`src/rtl/stopwatch_timer.sv`:
```
// BCD stopwatch / countdown core for the 7seg9 display chain.
// Up/down counting with lap hold, clamped preset load and expiry flag.
module stopwatch_timer #(
  parameter int CLK_FREQ = 10_000_000,
  parameter int TICK_HZ  = 10,
  parameter int HOUR_MAX = 9
) (
  input  logic        clk,
  input  logic        rst,
  input  logic        start_stop,
  input  logic        lap,
  input  logic        clear,
  input  logic        load,
  input  logic [27:0] load_val,
  input  logic        mode,
  output logic [27:0] disp_bcd,
  output logic        running,
  output logic        lap_hold,
  output logic        expired,
  output logic        wrapped,
  output logic        update
);

  localparam int N  = CLK_FREQ / TICK_HZ;
  localparam int PW = $clog2(N);
  localparam logic [PW-1:0] PMAX = PW'(N - 1);
  localparam logic [7:0] HMAX = {4'(HOUR_MAX / 10), 4'(HOUR_MAX % 10)};
  localparam logic [27:0] MAXV = {HMAX, 20'h59599};

  typedef enum logic [1:0] {
    STOPPED,
    RUNNING,
    DONE
  } state_e;

  state_e        state_q, state_d;
  logic [27:0]   value_q, value_d;
  logic [27:0]   snap_q, snap_d;
  logic [PW-1:0] presc_q, presc_d;
  logic          lap_q, lap_d;
  logic          exp_q, exp_d;
  logic          wrap_q, wrap_d;
  logic          upd_q, upd_d;
  logic [27:0]   disp_d;
  logic          start_ok, stop_now, tick;

  // {borrow/carry, new digit}
  function automatic logic [4:0] dstep(
    input logic [3:0] d,
    input logic [3:0] lim,
    input logic       dn,
    input logic       en
  );
    logic [4:0] r;
    r = {1'b0, d};
    if (en) begin
      if (!dn) r = (d >= lim) ? 5'b10000 : {1'b0, d + 4'd1};
      else     r = (d == 4'd0) ? {1'b1, lim} : {1'b0, d - 4'd1};
    end
    return r;
  endfunction

  function automatic logic [27:0] step_val(
    input logic [27:0] v,
    input logic        dn
  );
    logic [4:0] t, s1, s10, m1, m10;
    logic [7:0] h;
    t   = dstep(v[3:0],   4'd9, dn, 1'b1);
    s1  = dstep(v[7:4],   4'd9, dn, t[4]);
    s10 = dstep(v[11:8],  4'd5, dn, s1[4]);
    m1  = dstep(v[15:12], 4'd9, dn, s10[4]);
    m10 = dstep(v[19:16], 4'd5, dn, m1[4]);
    h   = v[27:20];
    if (m10[4]) begin
      if (!dn) begin
        if (h >= HMAX)            h = 8'h00;
        else if (h[3:0] >= 4'd9)  h = {h[7:4] + 4'd1, 4'd0};
        else                      h = {h[7:4], h[3:0] + 4'd1};
      end else begin
        if (h == 8'h00)           h = HMAX;
        else if (h[3:0] == 4'd0)  h = {h[7:4] - 4'd1, 4'd9};
        else                      h = {h[7:4], h[3:0] - 4'd1};
      end
    end
    return {h, m10[3:0], m1[3:0], s10[3:0], s1[3:0], t[3:0]};
  endfunction

  function automatic logic [3:0] sat(
    input logic [3:0] d,
    input logic [3:0] lim
  );
    return (d > lim) ? lim : d;
  endfunction

  function automatic logic [27:0] clampv(input logic [27:0] v);
    logic [7:0] h;
    h = {sat(v[27:24], 4'd9), sat(v[23:20], 4'd9)};
    if (h > HMAX) h = HMAX;
    return {h,
            sat(v[19:16], 4'd5), sat(v[15:12], 4'd9),
            sat(v[11:8],  4'd5), sat(v[7:4],   4'd9),
            sat(v[3:0],   4'd9)};
  endfunction

  assign start_ok = start_stop && (state_q == STOPPED) &&
                    !(mode && (value_q == '0));
  assign stop_now = start_stop && (state_q == RUNNING);
  assign tick     = (state_q == RUNNING) && (presc_q == PMAX);

  always_comb begin
    state_d = state_q;
    value_d = value_q;
    snap_d  = snap_q;
    presc_d = presc_q;
    lap_d   = lap_q;
    exp_d   = 1'b0;
    wrap_d  = 1'b0;
    if (clear) begin
      value_d = '0;
      presc_d = '0;
      lap_d   = 1'b0;
      state_d = STOPPED;
    end else if (load && (state_q != RUNNING)) begin
      value_d = clampv(load_val);
      presc_d = '0;
      lap_d   = 1'b0;
      state_d = STOPPED;
    end else begin
      unique case (1'b1)
        start_ok: state_d = RUNNING;
        stop_now: state_d = STOPPED;
        default: ;
      endcase
      if (lap) begin
        if (lap_q) begin
          lap_d = 1'b0;
        end else if (state_q == RUNNING) begin
          lap_d  = 1'b1;
          snap_d = value_q;
        end
      end
      // a stop in the tick cycle swallows the tick entirely
      if ((state_q == RUNNING) && !stop_now) begin
        if (tick) begin
          presc_d = '0;
          value_d = step_val(value_q, mode);
          if (mode && (value_q == 28'h1)) begin
            exp_d   = 1'b1;
            state_d = DONE;
          end
          if (!mode && (value_q == MAXV)) wrap_d = 1'b1;
        end else begin
          presc_d = presc_q + PW'(1);
        end
      end
    end
    disp_d = lap_d ? snap_d : value_d;
    upd_d  = (disp_d != disp_bcd);
  end

  always_ff @(posedge clk or posedge rst) begin
    if (rst) begin
      state_q <= STOPPED;
      value_q <= '0;
      snap_q  <= '0;
      presc_q <= '0;
      lap_q   <= 1'b0;
      exp_q   <= 1'b0;
      wrap_q  <= 1'b0;
      upd_q   <= 1'b0;
    end else begin
      state_q <= state_d;
      value_q <= value_d;
      snap_q  <= snap_d;
      presc_q <= presc_d;
      lap_q   <= lap_d;
      exp_q   <= exp_d;
      wrap_q  <= wrap_d;
      upd_q   <= upd_d;
    end
  end

  assign disp_bcd = lap_q ? snap_q : value_q;
  assign running  = (state_q == RUNNING);
  assign lap_hold = lap_q;
  assign expired  = exp_q;
  assign wrapped  = wrap_q;
  assign update   = upd_q;

endmodule

```
`config.mk`:
```
export PLATFORM = sky130hd
export DESIGN_NAME = stopwatch_timer
export DESIGN_NICKNAME = d
export VERILOG_FILES = /design/src/rtl/stopwatch_timer.sv
export SDC_FILE = /design/constraint.sdc
export NUM_CORES = 1
export LEC_CHECK = 0
export BUFFER_PORTS_ARGS = -buffer_cell sky130_fd_sc_hd__buf_2
export CAP_MARGIN = 10
export CORE_ASPECT_RATIO = 0.8
export CORE_UTILIZATION = 65
export DETAILED_ROUTE_END_ITERATION = 6
export PLACE_DENSITY_LB_ADDON = 0.05
export SLEW_MARGIN = 20
export SYNTH_ARGS = -nofsm -noshare
export SYNTH_HDL_FRONTEND = slang
export SYNTH_SLANG_ARGS = --single-unit
```
`constraint.sdc`:
```
create_clock -name clk -period 5.5 [get_ports clk]
set_input_delay 1.375 -clock clk [delete_from_list [all_inputs] [get_ports clk]]
set_output_delay 1.375 -clock clk [all_outputs]
set_load 0.02 [all_outputs]
```
==> results.sh <==
export IMPL_power_frac_seq_pct=40.1
export IMPL_syn2layout_area_growth_pct=10.22
export IMPL_drtIter0Drc=1078
export IMPL_place_congestion=1.053
export IMPL_grt_pass1_vias=6300
export IMPL_dp_cells=950
export IMPL_setup_tns_ns=0
export IMPL_slew_violations=0
export IMPL_worstSetupStartpoint="mode"
export IMPL_syn_area_um2=6723
export IMPL_final_cell_mix="dfrtp_1 (82), buf_2 (67), nand2_1 (63)"
export IMPL_hold_class="reg -> reg"
export IMPL_cts_buffers=9
export IMPL_p_switching_mw=0.5562
export IMPL_place_area_um2=7103
export IMPL_synth_top_area_share_pct=30.52
export IMPL_rsz0062_at_grt="false"
export IMPL_wire_per_inst_um=22.69
export IMPL_yosys_area_top_type="dfrtp_1"
export IMPL_root_buffer="clkbuf_16"
export IMPL_synth_warnings=0
export IMPL_fill_cells=760
export IMPL_initial_core_util_pct=68.25
export IMPL_ys_seq_elements=82
export IMPL_crit_chain="buf_2 > buf_4 > clkinv_1 > a221oi_1 > nor3_2 > a32o_2 > nor4_1 > o21ai_1 > xnor2_1 > a2111o_1 > or4_1"
export IMPL_diodes=0
export IMPL_synth_cell_types=94
export IMPL_port_buffers=67
export IMPL_grt_usage_pct=41.90
export IMPL_slowest_stage="a221oi_1"
export IMPL_holdCritStartpoint="snap_q[15]$_DFF_PP0_"
export IMPL_skew_ns=0.008047
export IMPL_die_height_um=92.96
export IMPL_final_area_um2=7410
export IMPL_antenna_found_initial=0
export IMPL_end_kind="flop"
export IMPL_reg2reg_to="update$_DFF_PP0_"
export IMPL_ys_seq_area_share_pct=30.52
export IMPL_worst_path_largest_cell_delay_ns=0.66
export IMPL_drc_errors=0
export IMPL_grt_pass1_wl_um=33750
export IMPL_syn_area_per_cell_um2=8.586
export IMPL_worstPathArrival_ns=4.89
export IMPL_synth_ff_type="dfrtp_1"
export IMPL_avgViaCountPerCell=7.135
export IMPL_min_to="snap_q[15]$_DFF_PP0_"
export IMPL_design_core_area_um2=9849
export IMPL_internal_power_mw=1.138
export IMPL_startpoint_type="input port"
export IMPL_worstSkewPairLatency_ns=0.35
export IMPL_p_clk_share_pct=37.6
export IMPL_clkSlewWorstSetupHoldPaths_ns=0.06
export IMPL_first_pass_iters=7
export IMPL_seq_area_um2=2052
export IMPL_final_common_cell="dfrtp_1"
export IMPL_cts_sinks=82
export IMPL_die_width_um=115.7
export IMPL_multiInputGateArea_um2=4293
export IMPL_dp_hpwl_um=16140
export IMPL_ant_nets=0
export IMPL_drv_cap=0
export IMPL_yosys_top_cells_area="dfrtp_1 (31%), mux2_2 (6.2%), ha_1 (4.1%)"
export IMPL_clock_path_buffers=2
export IMPL_r2r_slack_ns=1.32
export IMPL_slew_headroom_pct=29.41
export IMPL_drive_above_1_share_pct=20.12
export IMPL_vias=6892
export IMPL_cp_max_fo=23
export IMPL_tritoncts="built"
export IMPL_period_needed_ns=4.675
export IMPL_synth_async_reset_ratio_pct=100.0
export IMPL_crit_buf_inv=3
export IMPL_totalWireLength_um=21920
export IMPL_r2r_start="value_q[0]$_DFF_PP0_"
export IMPL_period_share_pct=85.00
export IMPL_syn_nets=840
export IMPL_setup_viol=0
export IMPL_power_share_combinational_pct=22.2
export IMPL_grt_remaining_overflow=0
export IMPL_cts_max_level=3
export IMPL_p_leak_nw=3.200
export IMPL_synthCells=783
export IMPL_status="complete, no violations"
export IMPL_crit_required_ns=5.72
export IMPL_cts_resized_gates=0
export IMPL_switching_share_pct=32.82
export IMPL_io_pins=68
export IMPL_postCtsHoldBufs=0
export IMPL_fmax_mhz=213.9
export IMPL_grt_max_degree=51
export IMPL_tightest_slew_ns=1.051
export IMPL_cpLargestDelayFamily="compound AO/OA/AOI/OAI gates"
export IMPL_hold_path_depth=1
export IMPL_powerDensity_nw_per_um2=228.7
export IMPL_r2r_cells=11
export IMPL_worstSetupPathType="in -> reg"
export IMPL_peakVddDrop_uv=205.8
export IMPL_hold_violations=0
export IMPL_dieArea_um2=10760
export IMPL_final_nets=882
export IMPL_row_count=32
export IMPL_instances_no_fill=966
export IMPL_synth_edf_count=0
export IMPL_cts_setup_buffers=0
-- stage by stage --
step                      setup slack (ns)  utilization, %  power (mW)  hold slack (ns)
after CTS                           0.9560           75.23       1.681           0.5107
after global placement              0.7390           72.12       1.040           0.4832
after detailed placement            0.6686           72.12       1.051           0.4958
final                               0.8252           75.23       1.695           0.5068
after floorplan                      1.439               -      0.9375           0.4579
after global routing                0.6936           75.23       1.748           0.5255
-- layout make-up --
cell class | instances | share of cell area [%]
Clock inverter | 7 | 1.098
Timing Repair Buffer | 79 | 5.741
Tap cell | 136 | 2.297
Multi-Input combinational cell | 610 | 57.94
Clock buffer | 9 | 3.040
Inverter | 43 | 2.195
Sequential cell | 82 | 27.69
-- logic make-up (layout without fill, tap and decap cells) --
| family | after synthesis | after routing | share of synthesized area [%] |
|---|---|---|---|
| AO/OA/AOI/OAI | 210 | 210 | 22.32 |
| XOR/XNOR | 29 | 29 | 3.778 |
| adder cells (fa/ha/maj) | 22 | 22 | 4.094 |
| buffers and inverters | 91 | 138 | 5.621 |
| flip-flops | 82 | 82 | 30.52 |
| multiplexers | 49 | 49 | 7.984 |
| AND/OR/NAND/NOR | 300 | 300 | 25.68 |
-- cell usage after synthesis (all sizes together), types with 7 or more instances --
library cell   n
a211o          7
a211oi        10
a21o           8
a21oi         26
a31oi         15
and2          11
and3          11
buf           17
clkbuf        31
dfrtp         82
ha            22
inv           42
mux2          37
mux2i         12
nand2         63
nand2b        16
nand3         29
nand4         15
nor2          61
nor3          20
nor3b         10
nor4          14
nor4b          7
o211ai        11
o21ai         43
o22ai          9
o311ai         7
o31ai          9
or3            9
xnor2         13
xor2          16
-- worst reg2reg max path, delay by kind of cell (launching register included) --
family,cells,cell delay [ns]
XOR/XNOR,1,0.14
AO/OA/AOI/OAI,4,1.07
AND/OR/NAND/NOR,4,1.89
adder cells (fa/ha/maj),1,0.30
buffers and inverters,1,0.11
flip-flops,1,0.55
-- worst max-delay path by stage --
stage	endpoint	slack, ns	cells after the start
detailed placement	update$_DFF_PP0_	0.67	11
CTS	update$_DFF_PP0_	0.96	11
finish	update$_DFF_PP0_	0.83	11
global placement	update$_DFF_PP0_	0.74	11
global route	update$_DFF_PP0_	0.69	11
floorplan	update$_DFF_PP0_	1.44	10
-- registers in the layout (all words and copies together), names as in the netlist --
signal / cells
value_q: 28
update: 1
expired: 1
state_q: 2
wrapped: 1
lap_hold: 1
presc_q: 20
snap_q: 28
-- power groups by stage --
stage / Combinational (mW) / Sequential (mW) / Clock (mW)
final: 0.377 / 0.680 / 0.638
after global routing: 0.401 / 0.684 / 0.663
after CTS: 0.364 / 0.678 / 0.639
after detailed placement: 0.362 / 0.689 / 0
after global placement: 0.354 / 0.686 / 0
after floorplan: 0.269 / 0.668 / 0
-- metal layers --
metal,up-vias,global-route usage (%),part of all wire (%)
li1,3008,-,-
met1,3274,58.43,41
met2,540,59.33,42
met3,70,14.99,14
met4,0,14.00,3.2
met5,-,4.103,0
Power figures use the tool's default switching activity.
